<file path="src/rtl/mem_stage.sv">
// rtl/mem_stage.sv - MEM stage: data-memory access, stack pointer, CALL/RET sequencing
// Registers the MEM/WB fields and the RET target.
module mem_stage #(
  parameter int                ADDR_W   = 11,
  parameter logic [ADDR_W-1:0] SP_RESET = 11'h7FF
) (
  input  logic              clk,
  input  logic              rst,
  input  logic              MRIn,
  input  logic              MWIn,
  input  logic              MTRIn,
  input  logic              RWIn,
  input  logic [15:0]       aluOutIn,
  input  logic [15:0]       read_data2In,
  input  logic [2:0]        RegDestinationIn,
  input  logic [1:0]        enablePushOrPopIn,
  input  logic [1:0]        firstTimeCallIn,
  input  logic [1:0]        firstTimeRETIn,
  input  logic [31:0]       pcIn,
  input  logic [3:0]        CCRIn,
  input  logic [15:0]       memRData,
  output logic [ADDR_W-1:0] memAddr,
  output logic [15:0]       memWData,
  output logic              memWE,
  output logic              memRE,
  output logic              stall,
  output logic [15:0]       wbData,
  output logic [2:0]        wbDest,
  output logic              wbEn,
  output logic [3:0]        CCROut,
  output logic [31:0]       retPC,
  output logic              retValid,
  output logic [ADDR_W-1:0] SP
);

  localparam logic [1:0] ST_IDLE  = 2'd0;
  localparam logic [1:0] ST_CALL2 = 2'd1;
  localparam logic [1:0] ST_RET2  = 2'd2;

  logic [1:0]        state_q, state_d;
  logic [ADDR_W-1:0] sp_q, sp_d;
  logic [15:0]       pc_lo_q, pc_lo_d;
  logic [15:0]       wb_data_q, wb_data_d;
  logic [2:0]        wb_dest_q, wb_dest_d;
  logic              wb_en_q, wb_en_d;
  logic [3:0]        ccr_q, ccr_d;
  logic [31:0]       ret_pc_q, ret_pc_d;
  logic              ret_valid_q, ret_valid_d;

  logic [ADDR_W-1:0] sp_inc;
  logic [ADDR_W-1:0] sp_dec;
  logic              is_pop;
  logic              in_xfer;

  assign sp_inc = sp_q + ADDR_W'(1);
  assign sp_dec = sp_q - ADDR_W'(1);

  always_comb begin
    state_d     = state_q;
    sp_d        = sp_q;
    pc_lo_d     = pc_lo_q;
    ret_pc_d    = ret_pc_q;
    ret_valid_d = 1'b0;
    memAddr     = aluOutIn[ADDR_W-1:0];
    memWData    = read_data2In;
    memWE       = 1'b0;
    memRE       = 1'b0;
    stall       = 1'b0;
    is_pop      = 1'b0;
    in_xfer     = 1'b0;
    case (state_q)
      ST_IDLE: begin
        if (firstTimeCallIn == 2'b01) begin
          // High half goes first so the low half ends up nearest the top.
          memAddr  = sp_q;
          memWData = pcIn[31:16];
          memWE    = 1'b1;
          sp_d     = sp_dec;
          pc_lo_d  = pcIn[15:0];
          stall    = 1'b1;
          state_d  = ST_CALL2;
        end else if (firstTimeRETIn == 2'b01) begin
          memAddr = sp_inc;
          memRE   = 1'b1;
          sp_d    = sp_inc;
          pc_lo_d = memRData;
          stall   = 1'b1;
          state_d = ST_RET2;
        end else if (enablePushOrPopIn == 2'b01) begin
          memAddr = sp_q;
          memWE   = 1'b1;
          sp_d    = sp_dec;
        end else if (enablePushOrPopIn == 2'b10) begin
          memAddr = sp_inc;
          memRE   = 1'b1;
          sp_d    = sp_inc;
          is_pop  = 1'b1;
        end else begin
          memWE = MWIn;
          memRE = MRIn;
        end
      end
      ST_CALL2: begin
        memAddr  = sp_q;
        memWData = pc_lo_q;
        memWE    = 1'b1;
        sp_d     = sp_dec;
        in_xfer  = 1'b1;
        state_d  = ST_IDLE;
      end
      ST_RET2: begin
        memAddr     = sp_inc;
        memRE       = 1'b1;
        sp_d        = sp_inc;
        ret_pc_d    = {memRData, pc_lo_q};
        ret_valid_d = 1'b1;
        in_xfer     = 1'b1;
        state_d     = ST_IDLE;
      end
      default: state_d = ST_IDLE;
    endcase
    if (rst) begin
      memWE = 1'b0;
      memRE = 1'b0;
      stall = 1'b0;
    end
    wb_data_d = (MTRIn || is_pop) ? memRData : aluOutIn;
    wb_dest_d = RegDestinationIn;
    wb_en_d   = RWIn && !in_xfer;
    ccr_d     = CCRIn;
  end

  always_ff @(posedge clk) begin
    if (rst) begin
      state_q     <= ST_IDLE;
      sp_q        <= SP_RESET;
      pc_lo_q     <= '0;
      wb_data_q   <= '0;
      wb_dest_q   <= '0;
      wb_en_q     <= 1'b0;
      ccr_q       <= '0;
      ret_pc_q    <= '0;
      ret_valid_q <= 1'b0;
    end else begin
      state_q     <= state_d;
      sp_q        <= sp_d;
      pc_lo_q     <= pc_lo_d;
      wb_data_q   <= wb_data_d;
      wb_dest_q   <= wb_dest_d;
      wb_en_q     <= wb_en_d;
      ccr_q       <= ccr_d;
      ret_pc_q    <= ret_pc_d;
      ret_valid_q <= ret_valid_d;
    end
  end

  assign wbData   = wb_data_q;
  assign wbDest   = wb_dest_q;
  assign wbEn     = wb_en_q;
  assign CCROut   = ccr_q;
  assign retPC    = ret_pc_q;
  assign retValid = ret_valid_q;
  assign SP       = sp_q;

endmodule

</file>
<file path="config.mk">
export PLATFORM = sky130hd
export DESIGN_NAME = mem_stage
export DESIGN_NICKNAME = d
export VERILOG_FILES = /design/src/rtl/mem_stage.sv
export SDC_FILE = /design/constraint.sdc
export NUM_CORES = 1
export LEC_CHECK = 0
export ABC_AREA = 1
export CAP_MARGIN = 10
export CORE_MARGIN = 4
export CORE_UTILIZATION = 40
export CTS_BUF_LIST = sky130_fd_sc_hd__clkbuf_8
export DETAILED_ROUTE_END_ITERATION = 7
export PLACE_DENSITY = 0.74
export SKIP_CTS_REPAIR_TIMING = 1
export SYNTH_ARGS = -nofsm -noshare
export SYNTH_HDL_FRONTEND = slang
export SYNTH_SLANG_ARGS = --single-unit
</file>
<file path="constraint.sdc">
create_clock -name clk -period 3.5 [get_ports clk]
set_clock_uncertainty 0.15 [all_clocks]
set_input_delay 0.7 -clock clk [delete_from_list [all_inputs] [get_ports clk]]
set_output_delay 0.7 -clock clk [all_outputs]
set_load 0.02 [all_outputs]
</file>
==> flow_metrics.tcl, run 1 <==
set metrics [dict create \
    rows 41 \
    leakage_uw 0.00359 \
    syn_nets 924 \
    gp_congestion 0.973 \
    yosys_warnings 0 \
    p_per_area_mw_per_mm2 426 \
    whs_ns 0.355 \
    maxSlewViolCount 0 \
    busiest_layer "met2" \
    clk_latency_ns 0.38 \
    drtAntennaViolNets 0 \
    setup_viol 0 \
    grt_pass1_vias 5719 \
    clk_pin_slew_ns 0.09 \
    crit_path_end_kind "output pin" \
    hpwl_mm 15.2 \
    crit_start "enablePushOrPopIn[0]" \
    synth_seq_area_share_pct 33.1 \
    synthCells 816 \
    die_w_um 122 \
    grt_overflow 0 \
    crit_fanout 8 \
    port_buffers 196 \
    antenna_found_initial 0 \
    cts_root_buffer "clkbuf_8" \
    grt_pass1_wl_mm 30.7 \
    cp_data_arrival_time_ns 2.51 \
    num-fill-cells 1219 \
    rr_startpoint "state_q[0]" \
    synth_cell_types 36 \
    grt_use_met2_pct 40.8 \
    final.period_utilization_pct 96.1 \
    placed_area_mm2 0.00751 \
    min-delay-start "retPC[9]" \
    hold_violations 0 \
    io_pins 197 \
    viasPerCell 5.24 \
    global_route.usage.met3_pct 6.08 \
    peakVddDrop_mv 0.260 \
    cp-start-kind "input pin" \
    nets 1124 \
    drc_errors 0 \
    htree_levels 3 \
    multi_input_area_mm2 0.00295 \
    dieArea_mm2 0.0149 \
    grt_usage_pct 26.2 \
    drive_gt1_share_pct 9.79 \
    yosys_register_bits 86 \
    wl_per_cell_um 16.7 \
    initial_core_util_pct 41.1 \
    wirelength_mm 20.0 \
    seq_area_mm2 0.00172 \
    path_class "input pin to output pin" \
    die_y_um 122 \
    drtIter0Drc 552 \
    cts_tree "yes" \
    slew_headroom_pct 53.8 \
    vias 6249 \
    drt_first_pass_iters 5 \
    worst-slew-pin-transition_ns 0.691 \
    status "complete, no violations" \
    utilization_pct 61.3 \
    grt_max_degree 77 \
    cts_sinks 86 \
    cts_buffers 9 \
    fmax_mhz 297 \
    use_met1_pct 36.7 \
    finalCriticalPeriod_ns 3.36 \
    n_antenna_cell 0 \
    hold_class "flip-flop to flip-flop" \
    stdcell_area_mm2 0.00776 \
    max_cap_violations 0 \
    critPathRequiredTime_ns 2.65 \
    clockBufferDepth 2 \
    tns_ns 0 \
    core_area_mm2 0.0127 \
    synth_area_per_cell_um2 6.38 \
    power_uw 3310 \
    syn_area_mm2 0.00520 \
    area_growth_pct 49.2 \
]
-- cell families (layout without fill, tap and decap cells) --
logic type               after synthesis  after routing  share of synthesized area [%]
AND/OR/NAND/NOR                      383            383                           30.8
XOR/XNOR                               8              8                           1.35
buffers and inverters                128            333                           10.3
flip-flops                            86             86                           33.1
adder cells (fa/ha/maj)                9              9                           2.16
AO/OA/AOI/OAI                        202            202                           22.3
-- worst max-delay path, cell delays in order --
cell             delay (ns)
clkdlybuf4s50_1        0.43
inv_1                  0.08
ha_1                   0.24
inv_1                  0.09
buf_4                  0.18
a21oi_1                0.16
o21ai_2                0.07
nand2_1                0.06
nand2_1                0.04
a21oi_1                0.18
nor2_1                 0.06
dlymetal6s2s_1         0.21
-- state kept, by name, indices dropped and copies added (netlist names) --
| register | cells |
|---|---|
| wbEn | 1 |
| retPC | 32 |
| pc_lo_q | 16 |
| wbData | 16 |
| SP | 11 |
| CCROut | 4 |
| state_q | 2 |
| retValid | 1 |
| wbDest | 3 |
-- area by class of cell --
cell class / instances / area share [%]
multi-input combinational: 602 / 38.0
timing repair buffer: 244 / 30.9
sequential: 86 / 22.2
inverter: 73 / 3.56
tap: 172 / 2.77
clock buffer: 9 / 1.60
clock inverter: 7 / 0.999
-- layout by cell type, fill, tap and decap left out, types with 20 or more instances in the layout --
master and count:
o21ai_0 108, clkdlybuf4s50_1 167, nand3_1 57, a31oi_1 20, dfxtp_1 86, a21oi_1 21
buf_4 46, nor2_1 144, dlymetal6s2s_1 26, nand2_1 156, inv_1 60, o211ai_1 36
-- synth_stat cells --
cell type | count | share of area [%]
clkbuf_2 | 1 | 0.096
nand3_1 | 57 | 5.5
nor2_1 | 144 | 10
dfxtp_1 | 86 | 33
o21ai_2 | 2 | 0.34
nand3_2 | 1 | 0.19
inv_2 | 6 | 0.43
buf_2 | 19 | 1.8
a31oi_1 | 20 | 2.4
nand4_1 | 4 | 0.48
buf_6 | 1 | 0.22
nand2_1 | 157 | 11
o311ai_0 | 1 | 0.17
clkbuf_1 | 29 | 2.1
inv_1 | 61 | 4.4
a21oi_2 | 2 | 0.34
or2_2 | 1 | 0.12
ha_1 | 9 | 2.2
a211oi_1 | 1 | 0.14
inv_4 | 1 | 0.12
xor2_1 | 8 | 1.3
nor3_1 | 1 | 0.096
nand2_4 | 1 | 0.22
buf_4 | 5 | 0.72
o21ai_0 | 108 | 10
o22ai_1 | 3 | 0.36
o31ai_1 | 1 | 0.14
o21bai_1 | 2 | 0.29
nand2_2 | 6 | 0.72
a21oi_1 | 21 | 2.0
nor2_2 | 6 | 0.72
nor2_4 | 5 | 1.1
a22oi_1 | 1 | 0.14
clkinv_1 | 5 | 0.36
o211ai_1 | 36 | 5.2
o21ai_1 | 4 | 0.38
-- stage by stage --
step	worst slack (ns)	std cells
after global placement	-0.240	1177
after floorplan	0.691	816
after global routing	-0.0169	1193
after detailed placement	-0.280	1177
final	0.138	1193
after CTS	-0.281	1193
-- report_power, final --
group	internal, µW	switching (µW)
registers	1070	90.6
logic	596	813
clock network	339	400
total	2000	1300
-- path summary, 6_finish.rpt --
check / end / slack [ns] / cells after the start
setup reg to reg: SP[6] / 0.82 / 8
setup / recovery: memAddr[8] / 0.14 / 12
hold reg to reg: retPC[9] / 0.36 / 2
hold / removal: retPC[9] / 0.36 / 2
-- per-layer routing --
| metal | wire, µm | vias to the layer above |
|---|---|---|
| li1 | - | 3084 |
| met1 | 8870 | 2859 |
| met2 | 8890 | 282 |
| met3 | 1890 | 24 |
| met4 | 315 | 0 |
| met5 | 0 | - |
(Power assumes the default switching activity.)
==> inputs of run 2 (changes only) <==
--- a/config.mk
+++ b/config.mk
@@ -11,7 +11,8 @@
 export CORE_UTILIZATION = 40
 export CTS_BUF_LIST = sky130_fd_sc_hd__clkbuf_8
 export DETAILED_ROUTE_END_ITERATION = 7
-export PLACE_DENSITY = 0.74
+export DONT_BUFFER_PORTS = 1
+export HOLD_SLACK_MARGIN = 0.12
 export SKIP_CTS_REPAIR_TIMING = 1
 export SYNTH_ARGS = -nofsm -noshare
 export SYNTH_HDL_FRONTEND = slang
==> flow_metrics.tcl, run 2 (synthesis results as in run 1) <==
set metrics [dict create \
    crit_path_end_kind "output pin" \
    setup_viol 0 \
    critPathRequiredTime_ns 2.65 \
    gp_congestion 0.925 \
    rows 41 \
    wl_per_cell_um 19.9 \
    slew_headroom_pct 46.0 \
    htree_levels 3 \
    crit_start "SP[3]" \
    finalCriticalPeriod_ns 3.29 \
    nets 916 \
    max_cap_violations 0 \
    crit_chain "nand2_1 -> nor2_4 -> nand3_1 -> nand2_1 -> inv_1 -> nand2_1 -> o211ai_1 -> a21oi_1 -> nor2_1 -> buf_4" \
    layout_commonest_cell "nand2_1" \
    clk_pin_slew_ns 0.10 \
    hold_violations 0 \
    crit_family "simple AND/OR/NAND/NOR gates" \
    drt_first_pass_iters 5 \
    leakage_uw 0.00252 \
    whs_path_depth 1 \
    grt_overflow 0 \
    initial_core_util_pct 41.1 \
    n_antenna_cell 0 \
    port_buffers 0 \
    hold_class "input pin to flip-flop" \
    fmax_mhz 304 \
    p_per_area_mw_per_mm2 528 \
    crit_slowest_cell "dfxtp_1" \
    grt_pass1_vias 5207 \
    drtAntennaViolNets 0 \
    num-fill-cells 1386 \
    die_w_um 122 \
    crit_top_cell "nand2_1" \
    io_pins 197 \
    area_growth_pct 8.20 \
    min-delay-start "rst" \
    hpwl_mm 14.3 \
    maxSlewViolCount 0 \
    cp_data_arrival_time_ns 2.44 \
    power_uw 2970 \
    cts_sinks 86 \
    cp-start-kind "flip-flop" \
    cts_buffers 9 \
    tns_ns 0 \
    mostFrequentLayoutCells "nand2_1, nor2_1, o21ai_0, dfxtp_1, inv_1" \
    status "complete, no violations" \
    vias 5563 \
    rr_startpoint "state_q[0]" \
    path_buf_inv 2 \
    grt_usage_pct 25.3 \
    crit_fanout 9 \
    die_y_um 122 \
    grt_pass1_wl_mm 29.2 \
    antenna_found_initial 1 \
    drc_errors 0 \
    drive_gt1_share_pct 10.3 \
    drtIter0Drc 497 \
    final.period_utilization_pct 93.9 \
    r2r_cells 10 \
    clk_latency_ns 0.38 \
    wirelength_mm 19.6 \
    path_depth 10 \
    grt_max_degree 77 \
    cpPeakStageDelay_ns 0.70 \
    multi_input_area_mm2 0.00295 \
    core_area_mm2 0.0127 \
    peakVddDrop_mv 0.223 \
    dieArea_mm2 0.0149 \
    cts_tree "yes" \
    worst-slew-pin-transition_ns 0.810 \
    clockBufferDepth 2 \
    seq_area_mm2 0.00172 \
    cts_root_buffer "clkbuf_8" \
    path_class "flip-flop to output pin" \
    whs_ns 0.249 \
    rsz0062_at_grt "false" \
    viasPerCell 5.65 \
    largest_reg_flops 32 \
]
## run 2: cell types whose count changed in the layout (fill, tap and decap cells not counted), moves of 2 or more
cell | before | now
buf_12 | 2 | 0
buf_4 | 46 | 36
clkdlybuf4s50_1 | 167 | 0
dlymetal6s2s_1 | 26 | 0
clkbuf_2 | 3 | 0
clkinv_2 | 0 | 2
inv_6 | 4 | 1
## run 2: where the power goes
part | internal [µW] | total, µW | switching [µW]
sequential | 1070 | 1240 | 174
clock | 347 | 724 | 377
combinational | 328 | 1010 | 678
total | 1740 | 2970 | 1230
## run 2: path summary, 6_finish.rpt
check | end | slack [ns]
setup / recovery | memAddr[5] | 0.21
hold / removal | wbDest[1] | 0.25
setup reg to reg | SP[6] | 0.92
hold reg to reg | retPC[0] | 0.36
## run 2: area by class of cell
cell class	count	area share, %
Clock inverter	5	1.02
Inverter	73	4.98
Tap cell	172	3.82
Multi-Input combinational cell	602	52.4
Sequential cell	86	30.6
Clock buffer	10	2.44
Timing Repair Buffer	36	4.80
## run 2: per-layer routing
layer / share of wire, % / GRT usage (%)
met5: 0.036 / 0
met4: 2.4 / 9.10
met3: 11 / 7.89
met2: 44 / 39.7
met1: 42 / 32.6
## run 2: per-stage QoR
stage / worst slack (ns) / cell area, µm² / util, % / instances
3_3_place_gp: 0.576 / 5430 / 42.9 / 969
2_1_floorplan: 0.691 / 5200 / - / 816
6_report: 0.215 / 5630 / 44.4 / 984
3_5_place_dp: 0.527 / 5430 / 42.9 / 969
4_1_cts: 0.112 / 5630 / 44.4 / 984
5_1_grt: 0.0544 / 5630 / 44.4 / 984
